File: config.mk
export PLATFORM = sky130hd
export DESIGN_NAME = bcd_to_bin_seq
export DESIGN_NICKNAME = d
export VERILOG_FILES = /design/src/rtl/bcd_conv_pkg.sv /design/src/rtl/bcd_digit_adjust.sv /design/src/rtl/bcd_to_bin_seq.sv
export SDC_FILE = /design/constraint.sdc
export NUM_CORES = 1
export LEC_CHECK = 0
export ABC_AREA = 1
export BUFFER_PORTS_ARGS = -buffer_cell sky130_fd_sc_hd__buf_2
export CORE_MARGIN = 4
export CORE_UTILIZATION = 49
export CTS_BUF_LIST = sky130_fd_sc_hd__clkbuf_8
export CTS_CLUSTER_DIAMETER = 30
export DETAILED_ROUTE_END_ITERATION = 6
export PLACE_DENSITY_LB_ADDON = 0.08
export SETUP_SLACK_MARGIN = 0.1
export SYNTH_ARGS = -nofsm -noshare
export SYNTH_HDL_FRONTEND = slang
export SYNTH_SLANG_ARGS = --single-unit
File: constraint.sdc
create_clock -name clk -period 1.7 [get_ports clk]
set_input_delay 0.34 -clock clk [delete_from_list [all_inputs] [get_ports clk]]
set_output_delay 0.34 -clock clk [all_outputs]
set_load 0.02 [all_outputs]
File: src/rtl/bcd_conv_pkg.sv
// Shared types and constants for the sequential BCD-to-binary converter.
package bcd_conv_pkg;

    typedef enum logic [1:0] {
        IDLE  = 2'd0,
        CHECK = 2'd1,
        SHIFT = 2'd2
    } state_t;

    localparam logic [3:0] BCD_DIGIT_MAX = 4'd9;
    localparam logic [3:0] DD_THRESH     = 4'd8;
    localparam logic [3:0] DD_ADJ        = 4'd3;

endpackage

File: src/rtl/bcd_digit_adjust.sv
// Reverse double-dabble correction for one BCD digit: subtract 3 when the digit is 8 or more.
module bcd_digit_adjust
    import bcd_conv_pkg::*;
(
    input  logic [3:0] digit,
    output logic [3:0] adjusted
);

    always_comb begin
        adjusted = digit;
        if (digit >= DD_THRESH) begin
            adjusted = digit - DD_ADJ;
        end
    end

endmodule

File: src/rtl/bcd_to_bin_seq.sv
// Sequential BCD-to-binary converter: one reverse double-dabble iteration per clock,
// with a start/busy/done handshake.
module bcd_to_bin_seq
    import bcd_conv_pkg::*;
#(
    parameter int unsigned DIGITS = 4,
    parameter int unsigned BIN_W  = 14
) (
    input  logic                  clk,
    input  logic                  reset,
    input  logic                  start,
    input  logic [4*DIGITS-1:0]   bcd_in,
    output logic                  busy,
    output logic                  done,
    output logic                  err,
    output logic [BIN_W-1:0]      bin_out
);

    localparam int unsigned BCD_W = 4 * DIGITS;
    localparam int unsigned SR_W  = BCD_W + BIN_W;
    localparam int unsigned CNT_W = $clog2(BIN_W + 1);

    state_t             state_q, state_d;
    logic [SR_W-1:0]    sr_q, sr_d;
    logic [CNT_W-1:0]   cnt_q, cnt_d;
    logic [BIN_W-1:0]   bin_q, bin_d;
    logic               err_q, err_d;
    logic               done_q, done_d;

    logic [SR_W-1:0]    sr_shift;
    logic [BCD_W-1:0]   adj_bcd;
    logic [SR_W-1:0]    sr_adj;
    logic               digit_bad;

    // sr is laid out as {bcd_part, bin_part}; the BCD digits drain into the binary part.
    assign sr_shift = {1'b0, sr_q[SR_W-1:1]};

    for (genvar d = 0; d < DIGITS; d++) begin : g_adj
        bcd_digit_adjust u_adj (
            .digit    (sr_shift[BIN_W + 4*d +: 4]),
            .adjusted (adj_bcd[4*d +: 4])
        );
    end

    assign sr_adj = {adj_bcd, sr_shift[BIN_W-1:0]};

    always_comb begin
        digit_bad = 1'b0;
        for (int d = 0; d < DIGITS; d++) begin
            if (sr_q[BIN_W + 4*d +: 4] > BCD_DIGIT_MAX) begin
                digit_bad = 1'b1;
            end
        end
    end

    always_comb begin
        state_d = state_q;
        sr_d    = sr_q;
        cnt_d   = cnt_q;
        bin_d   = bin_q;
        err_d   = err_q;
        done_d  = 1'b0;
        unique case (state_q)
            IDLE: begin
                if (start) begin
                    sr_d    = {bcd_in, {BIN_W{1'b0}}};
                    cnt_d   = '0;
                    err_d   = 1'b0;
                    state_d = CHECK;
                end
            end
            CHECK: begin
                if (digit_bad) begin
                    err_d   = 1'b1;
                    bin_d   = '0;
                    done_d  = 1'b1;
                    state_d = IDLE;
                end else begin
                    state_d = SHIFT;
                end
            end
            SHIFT: begin
                sr_d  = sr_adj;
                cnt_d = cnt_q + 1'b1;
                if (cnt_q == CNT_W'(BIN_W - 1)) begin
                    bin_d   = sr_adj[BIN_W-1:0];
                    done_d  = 1'b1;
                    state_d = IDLE;
                end
            end
            default: state_d = IDLE;
        endcase
    end

    always_ff @(posedge clk) begin
        if (reset) begin
            state_q <= IDLE;
            sr_q    <= '0;
            cnt_q   <= '0;
            bin_q   <= '0;
            err_q   <= 1'b0;
            done_q  <= 1'b0;
        end else begin
            state_q <= state_d;
            sr_q    <= sr_d;
            cnt_q   <= cnt_d;
            bin_q   <= bin_d;
            err_q   <= err_d;
            done_q  <= done_d;
        end
    end

    assign busy    = (state_q != IDLE);
    assign done    = done_q;
    assign err     = err_q;
    assign bin_out = bin_q;

endmodule
==> results_dict.tcl <==
set metrics [dict create \
    status "complete, no violations" \
    regToRegSetupSlack_ns 0.17 \
    htree_levels 2 \
    max_cap_violations 0 \
    clock-root-buffer "clkbuf_8" \
    ir_worst_vdd_uv 687 \
    grt_pass1_wl_um 9490 \
    track_usage_pct 18.7 \
    wirelength_um 5700 \
    cts_sinks 51 \
    hold_start "bcd_in[12]" \
    reg2reg_from "state_q[0]" \
    cts_tree "yes" \
    route.vias.total 2303 \
    drv_slew 0 \
    antenna_found_initial 0 \
    drc 0 \
    fin_nets 417 \
    clk_pin_slew_ns 0.09 \
    placement.io_buffers 35 \
    firstDrtPassIters 4 \
    grt_max_degree 30 \
    powerDensity_mw_per_mm2 1540 \
    layout_min_cycle_time_ns 1.57 \
    synthCells 347 \
    endpoint_kind "output pin" \
    setup_viol 0 \
    critPathMaxFanout 3 \
    avgSynthCellArea_um2 7.34 \
    path_class "register to output pin" \
    antenna_left 0 \
    io_pins 36 \
    r2r.worst_path.cells 8 \
    rsz0062_at_grt "true" \
    drive_gt1_share_pct 23.2 \
    fin_skew_ns 0.00669 \
    fillers 454 \
    tightestPinTransition_ns 0.473 \
    hpwl_um 3920 \
    worstHoldEndpoint "sr_q[26]" \
    grt_pass1_vias 2090 \
    timing.fmax_mhz 638 \
    holdPathStages 3 \
    area_delta_synth_final_pct 17.7 \
    die_area_mm2 0.00642 \
    syn_area_mm2 0.00255 \
    place.gp.congestion 0.812 \
    cts_buffers 5 \
    ys_seq_area_share_pct 40.1 \
    wl_per_cell_um 12.5 \
    antenna_cells 0 \
    arrival_ns 1.23 \
    p_leak_nw 1.28 \
    clockBufferDepth 2 \
    die_x_um 80.1 \
    setup_tns_ns 0 \
    synth_top_cell_area_share_pct 40.1 \
    avgViaCountPerCell 5.06 \
    synth_area_leaders "dfxtp_1 (40%), nand2_1 (11%), a21oi_1 (8.1%)" \
    fin_crit_sh_pct 92.1 \
    synth.ff_latch_count 51 \
    synth_fp_nets 377 \
    cp-start-kind "register" \
    num_rows 25 \
    hold_buffers 0 \
    clock_latency_ns 0.30 \
    yosysUniqueCellTypes 28 \
    finalHoldViolations 0 \
    crit_required_ns 1.36 \
    die_h_um 80.1 \
    drtIter0Drc 119 \
    start_util_pct 52.2 \
    slew_headroom_pct 68.4 \
    ys_warn_count 0 \
    rr_endpoint "sr_q[14]" \
    p_total_w 0.00461 \
    grt_overflow_total 0 \
    yosysTopAreaCell "dfxtp_1" \
    hp-class "input port to register" \
    core-area_mm2 0.00488 \
]
==> final cells by class <==
class | instances | area, µm² | share of cell area, %
Multi-Input combinational cell | 242 | 1290 | 43.1
Sequential cell | 51 | 1020 | 34.1
Timing Repair Buffer | 53 | 372 | 12.4
Inverter | 34 | 130 | 4.34
Tap cell | 67 | 83.8 | 2.80
Clock buffer | 6 | 82.6 | 2.75
Clock inverter | 2 | 16.3 | 0.542
==> per-layer routing <==
layer  part of all wire (%)  GRT usage, %  vias to the layer above
met5                      0             0                        -
met4                    1.1          6.08                        0
met3                    5.1          3.81                        5
met2                     44          28.2                       55
met1                     50          26.7                     1025
li1                       -             -                     1218
==> Yosys cell counts (all sizes together) <==
cell    count
a21oi      49
a31oi       5
and3        2
buf        17
clkbuf      3
dfxtp      51
ha         11
inv        34
nand2      78
nand3      31
nor2       27
nor3        4
nor3b       1
o211ai      1
o21ai      29
o22ai       4
==> placed cells by master, fill, tap and decap left out, types with 2 or more instances in the layout <==
master / Yosys / layout
and3_1: 2 / 2
nand2_1: 76 / 75
nand2_2: 2 / 3
nor3_1: 4 / 4
buf_2: 5 / 34
dfxtp_2: 0 / 2
nand3_1: 26 / 26
dfxtp_1: 51 / 49
a21oi_1: 41 / 41
a21oi_2: 7 / 7
buf_12: 0 / 3
nor2_1: 25 / 25
nand3_2: 5 / 5
ha_1: 11 / 9
inv_1: 31 / 31
a31oi_1: 5 / 5
inv_2: 3 / 2
buf_4: 6 / 14
nor2_2: 2 / 2
o21ai_0: 27 / 27
o22ai_1: 3 / 3
clkbuf_8: 0 / 6
==> stage by stage <==
| step | util, % | hold WS (ns) | setup slack [ns] | cells | instance area, µm² |
|---|---|---|---|---|---|
| after floorplan | - | 0.439 | 0.288 | 347 | 2550 |
| after global placement | 58.0 | 0.448 | 0.116 | 444 | 2830 |
| after detailed placement | 58.0 | 0.455 | 0.124 | 444 | 2830 |
| after CTS | 60.2 | 0.285 | 0.0998 | 452 | 2940 |
| after global routing | 61.5 | 0.288 | 0.0895 | 455 | 3000 |
| final | 61.5 | 0.293 | 0.133 | 455 | 3000 |
==> cell families after synthesis <==
group                    synth area share, %
AND/OR/NAND/NOR                         24.7
flip-flops                              40.1
AO/OA/AOI/OAI                           19.9
adder cells (fa/ha/maj)                 5.40
buffers and inverters                   9.97
==> registers in the layout, indices dropped and copies added, names as in the netlist <==
name	flops
state_q	2
done	1
bin_out	14
err	1
cnt_q	4
sr_q	29
==> power breakdown <==
group	switching (W)	internal (W)
Sequential	0.000176	0.00143
Combinational	0.00138	0.000890
Clock	0.000412	0.000333
Total	0.00196	0.00265
==> timing repair <==
action                     CTS  global route
hold endpoints to repair     0             0
resized for setup            2             7
gates cloned                 0             1
buffers inserted             0             2
setup endpoints to repair    3            22
pin swaps                    0             2
==> critical path, stage by stage (launching register included) <==
cell     delay (ns)
dfxtp_2        0.34
inv_1          0.11
ha_2           0.23
inv_1          0.08
buf_4          0.16
==> worst max path at each step <==
stage / start / endpoint / slack, ns
after floorplan: state_q[0] / sr_q[26] / 0.29
after global placement: state_q[0] / sr_q[14] / 0.12
after detailed placement: state_q[0] / sr_q[17] / 0.12
after CTS: state_q[0] / sr_q[17] / 0.1
after global routing: state_q[1] / sr_q[27] / 0.09
final: state_q[0] / busy / 0.13
(Power assumes the default switching activity.)
